--- config.mk ---
export PLATFORM = sky130hd
export DESIGN_NAME = gyro_err_demod
export DESIGN_NICKNAME = d
export VERILOG_FILES = /design/src/rtl/gyro_pkg.sv /design/src/rtl/demod_half_timer.sv /design/src/rtl/gyro_err_demod.sv
export SDC_FILE = /design/constraint.sdc
export NUM_CORES = 1
export LEC_CHECK = 0
export CAP_MARGIN = 20
export CORE_MARGIN = 2
export CORE_UTILIZATION = 65
export CTS_BUF_LIST = sky130_fd_sc_hd__clkbuf_4 sky130_fd_sc_hd__clkbuf_8
export CTS_CLUSTER_DIAMETER = 200
export DETAILED_ROUTE_END_ITERATION = 10
export PLACE_DENSITY = 0.81
export SYNTH_ARGS = -nofsm -noshare
export SYNTH_HDL_FRONTEND = slang
export SYNTH_SLANG_ARGS = --single-unit
--- constraint.sdc ---
create_clock -name i_clk -period 15.5 [get_ports i_clk]
set_input_delay 1.55 -clock i_clk [delete_from_list [all_inputs] [get_ports i_clk]]
set_output_delay 1.55 -clock i_clk [all_outputs]
set_load 0.1 [all_outputs]
--- src/rtl/gyro_pkg.sv ---
// rtl/gyro_pkg.sv - shared constants and saturation helper for the gyro error demodulator
// Holds the FSM state codes, the 32-bit saturation limits, the default ADC width and sat32().
package gyro_pkg;

    localparam logic [2:0] IDLE   = 3'd0;
    localparam logic [2:0] WAIT_H = 3'd1;
    localparam logic [2:0] ACC_H  = 3'd2;
    localparam logic [2:0] WAIT_L = 3'd3;
    localparam logic [2:0] ACC_L  = 3'd4;

    localparam int ADC_BIT_DEF = 14;

    localparam logic signed [31:0] INT32_MAX = 32'sh7fff_ffff;
    localparam logic signed [31:0] INT32_MIN = 32'sh8000_0000;

    function automatic logic signed [31:0] sat32(input logic signed [56:0] v);
        if (v > 57'(INT32_MAX)) return INT32_MAX;
        if (v < 57'(INT32_MIN)) return INT32_MIN;
        return v[31:0];
    endfunction

endpackage

--- src/rtl/demod_half_timer.sv ---
// rtl/demod_half_timer.sv - half-period counter, freq/wait latches and modulation output
// Ports: i_clk/i_rst_n clock and async active-low reset; run_i keeps the counter running;
// load_i latches freq/wait; restart_i restarts the count at a half boundary; mod_d_i next o_mod;
// freq_i/wait_i raw settings; wait_zero_o latched wait is 0; load_wait_zero_o wait would latch as 0;
// wait_last_o last settling cycle; acc_last_o last cycle of the half; mod_o registered square wave.
module demod_half_timer #(
    parameter int CNT_BIT = 24
) (
    input  logic               i_clk,
    input  logic               i_rst_n,
    input  logic               run_i,
    input  logic               load_i,
    input  logic               restart_i,
    input  logic               mod_d_i,
    input  logic [CNT_BIT-1:0] freq_i,
    input  logic [CNT_BIT-1:0] wait_i,
    output logic               wait_zero_o,
    output logic               load_wait_zero_o,
    output logic               wait_last_o,
    output logic               acc_last_o,
    output logic               mod_o
);

    logic [CNT_BIT-1:0] cnt_q;
    logic [CNT_BIT-1:0] freq_l_q;
    logic [CNT_BIT-1:0] wait_l_q;
    logic               mod_q;
    logic [CNT_BIT-1:0] freq_n;
    logic [CNT_BIT-1:0] wait_n;

    // Clamp so every half keeps at least one accumulated sample.
    always_comb begin
        freq_n = (freq_i < CNT_BIT'(2)) ? CNT_BIT'(2) : freq_i;
        wait_n = (wait_i > freq_n - CNT_BIT'(1)) ? freq_n - CNT_BIT'(1) : wait_i;
    end

    assign load_wait_zero_o = (wait_n == '0);
    assign wait_zero_o      = (wait_l_q == '0);
    // Only consulted while settling, where wait_l_q is at least 1.
    assign wait_last_o      = (cnt_q == wait_l_q - CNT_BIT'(1));
    assign acc_last_o       = (cnt_q == freq_l_q - CNT_BIT'(1));
    assign mod_o            = mod_q;

    always_ff @(posedge i_clk or negedge i_rst_n) begin
        if (!i_rst_n) begin
            cnt_q    <= '0;
            freq_l_q <= '0;
            wait_l_q <= '0;
            mod_q    <= 1'b0;
        end else begin
            if (load_i) begin
                freq_l_q <= freq_n;
                wait_l_q <= wait_n;
            end
            cnt_q <= (!run_i || restart_i) ? '0 : cnt_q + CNT_BIT'(1);
            mod_q <= mod_d_i;
        end
    end

endmodule

--- src/rtl/gyro_err_demod.sv ---
// rtl/gyro_err_demod.sv - square-wave modulation generator and synchronous error demodulator
// Ports: i_clk/i_rst_n clock and async active-low reset; i_en run enable; i_adc signed sample;
// i_freq half-period; i_wait_cnt settle samples; i_avg_sel log2 periods averaged; i_polarity negate;
// o_mod DAC modulation bit; o_err signed error word; o_err_vld update strobe; o_state FSM state.
module gyro_err_demod
    import gyro_pkg::*;
#(
    parameter int ADC_BIT = ADC_BIT_DEF,
    parameter int CNT_BIT = 24
) (
    input  logic               i_clk,
    input  logic               i_rst_n,
    input  logic               i_en,
    input  logic [ADC_BIT-1:0] i_adc,
    input  logic [CNT_BIT-1:0] i_freq,
    input  logic [CNT_BIT-1:0] i_wait_cnt,
    input  logic [2:0]         i_avg_sel,
    input  logic               i_polarity,
    output logic               o_mod,
    output logic [31:0]        o_err,
    output logic               o_err_vld,
    output logic [2:0]         o_state
);

    logic [2:0]         state_q, state_d;
    logic               load_d, restart_d;
    logic               wait_zero, load_wait_zero, wait_last, acc_last;
    logic               mod_d;

    logic signed [47:0] sum_h_q, sum_l_q;
    logic signed [55:0] acc_q;
    logic [7:0]         per_cnt_q;
    logic [2:0]         avg_l_q;
    logic signed [31:0] err_q;
    logic               vld_q;

    logic signed [47:0] adc_ext;
    logic signed [47:0] sum_l_fin;
    logic signed [55:0] acc_nxt;
    logic signed [55:0] acc_shr;
    logic signed [56:0] err_pre;
    logic [7:0]         per_nxt;
    logic               grp_done;

    demod_half_timer #(.CNT_BIT(CNT_BIT)) u_timer (
        .i_clk            (i_clk),
        .i_rst_n          (i_rst_n),
        .run_i            (state_d != IDLE),
        .load_i           (load_d),
        .restart_i        (restart_d),
        .mod_d_i          (mod_d),
        .freq_i           (i_freq),
        .wait_i           (i_wait_cnt),
        .wait_zero_o      (wait_zero),
        .load_wait_zero_o (load_wait_zero),
        .wait_last_o      (wait_last),
        .acc_last_o       (acc_last),
        .mod_o            (o_mod)
    );

    // A zero settle window skips WAIT_x entirely, so half entries go straight to ACC_x.
    always_comb begin
        state_d   = state_q;
        load_d    = 1'b0;
        restart_d = 1'b0;
        case (state_q)
            IDLE: begin
                state_d   = load_wait_zero ? ACC_H : WAIT_H;
                load_d    = 1'b1;
                restart_d = 1'b1;
            end
            WAIT_H: if (wait_last) state_d = ACC_H;
            ACC_H: if (acc_last) begin
                state_d   = wait_zero ? ACC_L : WAIT_L;
                restart_d = 1'b1;
            end
            WAIT_L: if (wait_last) state_d = ACC_L;
            ACC_L: if (acc_last) begin
                state_d   = load_wait_zero ? ACC_H : WAIT_H;
                load_d    = 1'b1;
                restart_d = 1'b1;
            end
            default: state_d = IDLE;
        endcase
        if (!i_en) begin
            state_d   = IDLE;
            load_d    = 1'b0;
            restart_d = 1'b0;
        end
        mod_d = (state_d == WAIT_H) || (state_d == ACC_H);
    end

    // Period close-out folds the final low sample in combinationally so the
    // error word lands one clock after the last sample.
    always_comb begin
        adc_ext   = 48'($signed(i_adc));
        sum_l_fin = sum_l_q + adc_ext;
        acc_nxt   = acc_q + 56'(sum_h_q) - 56'(sum_l_fin);
        per_nxt   = per_cnt_q + 8'd1;
        grp_done  = (per_nxt == (8'd1 << avg_l_q));
        acc_shr   = acc_nxt >>> avg_l_q;
        err_pre   = i_polarity ? -57'(acc_shr) : 57'(acc_shr);
    end

    always_ff @(posedge i_clk or negedge i_rst_n) begin
        if (!i_rst_n) begin
            state_q   <= IDLE;
            sum_h_q   <= '0;
            sum_l_q   <= '0;
            acc_q     <= '0;
            per_cnt_q <= '0;
            avg_l_q   <= '0;
            err_q     <= '0;
            vld_q     <= 1'b0;
        end else begin
            state_q <= state_d;
            vld_q   <= 1'b0;
            if (state_d == IDLE) begin
                sum_h_q   <= '0;
                sum_l_q   <= '0;
                acc_q     <= '0;
                per_cnt_q <= '0;
            end else begin
                if (state_q == ACC_H) sum_h_q <= sum_h_q + adc_ext;
                if (state_q == ACC_L) begin
                    if (acc_last) begin
                        sum_h_q <= '0;
                        sum_l_q <= '0;
                        if (grp_done) begin
                            err_q     <= sat32(err_pre);
                            vld_q     <= 1'b1;
                            acc_q     <= '0;
                            per_cnt_q <= '0;
                        end else begin
                            acc_q     <= acc_nxt;
                            per_cnt_q <= per_nxt;
                        end
                    end else begin
                        sum_l_q <= sum_l_fin;
                    end
                end
                // Averaging depth is fixed for a whole group.
                if (load_d && (state_q == IDLE || grp_done)) avg_l_q <= i_avg_sel;
            end
        end
    end

    assign o_err     = err_q;
    assign o_err_vld = vld_q;
    assign o_state   = state_q;

endmodule
## Yosys cells after proc, flatten, opt, wreduce, memory -nomap -nowiden

Cells that the tools add are included.

- Bits in read-only memories: 0
- RAM bits: 0
- Flip-flop bits (word level): 272
- Bits in latches: 0
- Logic and storage cells: 105
- Memories kept: 0

- Bitwise gates (word level): 1
- Reduce and logical (&&, ||, !) cells: 16
- Magnitude comparators: 4
- Equality and inequality tests: 9
- $add $sub $neg: 10
- Mux-type cells: 51
- Shift-type cells: 2
- Multipliers: 0
- Divide/modulo/power cells: 0

Operators by type and width:

| operator | number |
|---|---|
| 2-to-1 mux 48 bit | 7 |
| 2-to-1 mux 56 bit | 4 |
| 2-to-1 mux 32 bit | 4 |
| adder 48 x 14 -> 48 bit | 2 |
| 2-to-1 mux 24 bit | 3 |
| subtractor 24 x 1 -> 24 bit, second input constant | 3 |
| greater-than comparator 57 x 32 -> 1 bit, second input constant | 1 |
| less-than comparator 57 x 32 -> 1 bit, second input constant | 1 |
| 2-to-1 mux 57 bit | 1 |
| negation 56 -> 57 bit | 1 |
| adder 56 x 48 -> 56 bit | 1 |
| >>> shifter 56 x 3 -> 56 bit | 1 |
| subtractor 56 x 48 -> 56 bit | 1 |
| == test 24 bit | 2 |
| zero test 24 bit | 2 |
| 2-to-1 mux 8 bit | 4 |
| adder 24 x 1 -> 24 bit, second input constant | 1 |
| greater-than comparator 24 bit | 1 |
| less-than comparator 24 x 2 -> 1 bit, second input constant | 1 |
| 2-to-1 mux 1 bit | 18 |
| 2-to-1 mux 3 bit | 6 |
| one-hot mux 3 bit (5 select lines) | 1 |
| == test 3 x 2 -> 1 bit, second input constant | 3 |
| adder 8 x 1 -> 8 bit, second input constant | 1 |
| 16 further kinds | 23 |

## Depth between registers and ports, before layout

- Word-level depth: 19
- Depth in mapped cells: 40

## Cells and area by module

A second synthesis with hierarchy kept.

- Cells, all modules: 3693
- Area, all modules: 29822.4 sq um

By module, submodules not included:

| module | times used | seq. area each (sq um) | cells an instance | area an instance (sq um) |
|---|---|---|---|---|
| gyro_err_demod | 1 | 4979.8 | 2975 | 23747.8 |
| demod_half_timer | 1 | 1826.8 | 718 | 6074.6 |

## Worst setup path before layout

OpenSTA, ideal clock, no wires.

- Path kind: input to register
- Start: input i_adc[0]
- End: register err_q[10] (netlist: o_err[10])
- Arrival: 10750 ps
- Stages: 40
- Path slack: 4616 ps
- Library setup time: 133 ps
- Cell sequence: ha_1 fa_1 a21o_1 a21oi_1 nor2b_1 o21ai_0 a211oi_1 o21ai_0 o211a_1 o211a_1 o21ai_0 a2111oi_0 nor4_1 a311o_1 a21oi_1 nor2b_1 nor2_1 xor2_1 [... 4 more ...] a221oi_1 o21ai_1 a21boi_1 o21ai_1 or4_1 and3_1 clkbuf_1 mux4_2 a221oi_1 nand4b_1 or4_1 nor4b_4 nand4b_1 a211oi_1 a31oi_1 o41ai_4 buf_6 o22ai_2

- Cells in the longest elaborated chain, start to end: 14
- Elaborated cells on any way between the ends: 21
- Classes of those cells: add/sub (3); order compare (2); shift (1); mux (15)

RTL lines:

| element | line | RTL |
|---|---|---|
| start: declaration | gyro_err_demod.sv:14 | `input logic [ADC_BIT-1:0] i_adc,` |
| adder 48 x 14 -> 48 bit * | gyro_err_demod.sv:97 | `sum_l_fin = sum_l_q + adc_ext;` |
| subtractor 56 x 48 -> 56 bit * | gyro_err_demod.sv:98 | `acc_nxt = acc_q + 56'(sum_h_q) - 56'(sum_l_fin);` |
| >>> shifter 56 x 3 -> 56 bit * | gyro_err_demod.sv:101 | `acc_shr = acc_nxt >>> avg_l_q;` |
| negation 56 -> 57 bit | gyro_err_demod.sv:102 | `err_pre = i_polarity ? -57'(acc_shr) : 57'(acc_shr);` |
| 2-to-1 mux 57 bit * | gyro_err_demod.sv:102 |  |
| less-than comparator 57 x 32 -> 1 bit | gyro_pkg.sv:18 | `if (v < 57'(INT32_MIN)) return INT32_MIN;` |
| 2-to-1 mux 1 bit (2 in a row) | gyro_pkg.sv:18 |  |
| 2-to-1 mux 1 bit | gyro_err_demod.sv:129 | `if (grp_done) begin` |
| 2-to-1 mux 1 bit | gyro_err_demod.sv:126 | `if (acc_last) begin` |
| 2-to-1 mux 1 bit | gyro_err_demod.sv:125 | `if (state_q == ACC_L) begin` |
| 2-to-1 mux 1 bit | gyro_err_demod.sv:118 | `if (state_d == IDLE) begin` |
| 2-to-1 mux 32 bit | gyro_pkg.sv:19 | `return v[31:0];` |
| 2-to-1 mux 32 bit * | gyro_pkg.sv:18 |  |
| end signal: assignment | gyro_err_demod.sv:130 | `err_q <= sat32(err_pre);` |
| end: declaration | gyro_err_demod.sv:34 | `logic signed [31:0] err_q;` |

Mark *: on every way between the ends. The rest lies on a longest branch, timed or not. The select of a mux whose other input is x is not followed.
A chain may end at the register's enable or synchronous reset.

## Final worst setup path

- Start: input i_adc[0]
- End: register err_q[0] (netlist: o_err[0])

Same word-level chain as after synthesis.

==> impl_metrics.env <==
export IMPL_grt_first_pass_wirelength_mm=148.1
export IMPL_min_period_over_period_pct=84.40
export IMPL_cts_resized_gates=0
export IMPL_worstPathMaxFanout=31
export IMPL_yosysSeqAreaShare_pct=23.71
export IMPL_path_clk_slew_ns=0.06
export IMPL_clock_latency_ns=0.67
export IMPL_crit_arrival_ns=13.58
export IMPL_timing_setup_tns_ns=0
export IMPL_synth_top_area_share_pct=23.71
export IMPL_maxCapViolations=0
export IMPL_portBuffers=105
export IMPL_die_w_um=214.2
export IMPL_hold_path_class="flip-flop to flip-flop"
export IMPL_whs_ns=0.4820
export IMPL_p_per_area_nw_per_um2=92.24
export IMPL_wirelength_mm=93.11
export IMPL_crit_top_cell="o21ai_0"
export IMPL_yosysTopAreaCell="dfrtp_1"
export IMPL_grt_remaining_overflow=0
export IMPL_viasPerCell=6.869
export IMPL_synthArstFlopShare_pct=100.0
export IMPL_max_stage_delay_ns=0.77
export IMPL_status="finished clean"
export IMPL_ctsHtreeMaxLevel=2
export IMPL_final_hold_viol_count=0
export IMPL_wl_per_cell_um=22.37
export IMPL_required_ns=16.00
export IMPL_worst_path_max_delay_cell="o311ai_0"
export IMPL_max_freq_mhz=76.44
export IMPL_maxSlewHeadroom_pct=19.65
export IMPL_peakVddDrop_v=0.0002160
export IMPL_fin_nets=3838
export IMPL_end_kind="flip-flop"
export IMPL_grt_pass1_vias=27000
export IMPL_setup_slack_ns=2.418
export IMPL_clock_skew_ns=0.04429
export IMPL_core_um2=43930
export IMPL_dpl_worst_slack_ns=2.205
export IMPL_place_area_um2=30010
export IMPL_initialDrtViolationCount=3463
export IMPL_synth_cells=3533
export IMPL_cts_tree="yes"
export IMPL_cts_buffer_depth=3
export IMPL_fill_cells=3406
export IMPL_antenna_found_initial=0
export IMPL_layout_commonest_cell="nand2_1"
export IMPL_crit_type="input port to flip-flop"
export IMPL_p_leak_nw=13.54
export IMPL_max_slew_worst_pin_slew_ns=1.196
export IMPL_ys_seq_elements=272
export IMPL_synth_edf_count=0
export IMPL_dp_hpwl_mm=70.55
export IMPL_syn_nets=3841
export IMPL_fin_area_um2=31160
export IMPL_rows=77
export IMPL_clkSinkCount=272
export IMPL_synth_distinct_cells=110
export IMPL_synth_top_flop_cell="dfrtp_1"
export IMPL_syn_cell_area_um2=28710
export IMPL_drc=0
export IMPL_avgSynthCellArea_um2=8.126
export IMPL_post_cts_setup_buffer_count=0
export IMPL_period_minus_slack_ns=13.08
export IMPL_ys_warnings_count=0
export IMPL_drv_slew=0
export IMPL_initial_utilization_pct=65.35
export IMPL_antennaDiodeCount=0
export IMPL_hold_buffers=0
export IMPL_area_growth_pct=8.551
export IMPL_setup_violations=0
export IMPL_startpoint_type="input port"
export IMPL_die_h_um=214.2
export IMPL_die_area_um2=45870
export IMPL_grtUsageTotal_pct=39.66
export IMPL_drive_above_1_share_pct=8.179
export IMPL_final_cell_mix="nand2_1, nor2_1, o21ai_0"
export IMPL_cts_made_buffers=50
export IMPL_globalplace_congestion=1.040
export IMPL_grt_max_degree=158
export IMPL_ant_nets=0
export IMPL_dr_pass1_iters=8
export IMPL_vias=28590
export IMPL_rsz0062_at_grt="no"
export IMPL_io_pins=106
export IMPL_cts_root_buffer="clkbuf_8"
export IMPL_synth_area_leaders="dfrtp_1, ha_1, nand2_1, o21ai_0, a21oi_1"
-- power breakdown --
part           total (mW)  internal [mW]  switching, mW
Sequential          0.850          0.774         0.0762
Combinational        1.22          0.393          0.824
Clock               0.808          0.457          0.351
-- synthesized netlist by cell type, types with 17 or more instances --
| cell | instances |
|---|---|
| a211o_1 | 17 |
| a211oi_1 | 38 |
| a21o_1 | 84 |
| a21oi_1 | 276 |
| a22o_1 | 39 |
| a31oi_1 | 39 |
| and2_1 | 25 |
| and3_1 | 45 |
| buf_1 | 17 |
| buf_2 | 24 |
| clkbuf_1 | 141 |
| dfrtp_1 | 272 |
| fa_1 | 57 |
| ha_1 | 182 |
| inv_1 | 61 |
| mux2_2 | 45 |
| mux2i_1 | 59 |
| mux4_2 | 20 |
| nand2_1 | 397 |
| nand2b_1 | 40 |
| nand3_1 | 94 |
| nand4_1 | 53 |
| nor2_1 | 327 |
| nor2b_1 | 29 |
| nor3_1 | 79 |
| nor4_1 | 35 |
| o211ai_1 | 20 |
| o21a_1 | 28 |
| o21ai_0 | 279 |
| o21bai_1 | 19 |
| o22ai_1 | 20 |
| o22ai_2 | 30 |
| o31ai_1 | 36 |
| or2_2 | 24 |
| or3_1 | 29 |
| or4_1 | 21 |
| xnor2_1 | 142 |
| xor2_1 | 129 |
-- logic make-up after synthesis --
kind of cell	after synthesis	synth area share (%)
AO/OA/AOI/OAI	1118	26.17
XOR/XNOR	271	8.267
adder cells (fa/ha/maj)	239	11.91
buffers and inverters	251	3.530
flip-flops	272	23.71
multiplexers	124	5.391
AND/OR/NAND/NOR	1258	21.03
-- layout make-up --
cell class,count,area (um2),share of cell area (%)
clock buffers,77,984.7,3.160
clock inverters,15,166.4,0.5340
inverters,63,236.5,0.7588
multi-input cells,3010,20940,67.20
flip-flops and latches,272,6809,21.85
well taps,592,740.7,2.377
repair buffers,133,1286,4.127
-- flip-flops by register name, indices dropped and copies added, names as in the netlist --
register and cells:
o_err 32, u_timer.freq_l_q 24, o_state 3, sum_l_q 48, avg_l_q 3, sum_h_q 48
u_timer.cnt_q 24, per_cnt_q 8, u_timer.mod_o 1, o_err_vld 1, u_timer.wait_l_q 24, acc_q 56
-- path summary, 6_finish.rpt --
path | cells after the start | slack, ns | startpoint | end
worst min register to register | 2 | 0.48 | sum_l_q[21] | sum_l_q[21]
worst min-delay path | 2 | 0.48 | sum_l_q[21] | sum_l_q[21]
min in group asynchronous | 1 | 0.99 | i_rst_n | u_timer.freq_l_q[2]
worst max register to register | 38 | 3.38 | sum_l_q[0] | o_err[0]
max in group asynchronous | 2 | 13.03 | i_rst_n | sum_h_q[24]
worst max-delay path | 39 | 2.42 | i_adc[0] | o_err[0]
-- routing by layer --
layer  global-route usage (%)  up-vias  share of wire (%)
met3                    7.262      171                 10
met1                    59.47    13750                 45
met5                        0        -                  0
met4                    10.83        0                2.5
li1                         -    13070                  -
met2                    58.59     1599                 43
-- worst max-delay path: cells and delay by family --
kind | cells | cell delay (ns)
XOR/XNOR | 1 | 0.23
AND/OR/NAND/NOR | 11 | 2.95
multiplexers | 1 | 0.30
adder cells (fa/ha/maj) | 4 | 1.57
AO/OA/AOI/OAI | 20 | 6.05
buffers and inverters | 2 | 0.91
-- per-stage QoR --
step	instances	power, mW	util [%]
2_1_floorplan	3533	1.725	-
5_1_grt	4162	2.989	70.94
3_5_place_dp	4070	2.040	68.32
3_3_place_gp	4069	2.013	68.27
4_1_cts	4162	2.853	70.94
6_report	4162	2.875	70.94
(Power assumes the default switching activity.)
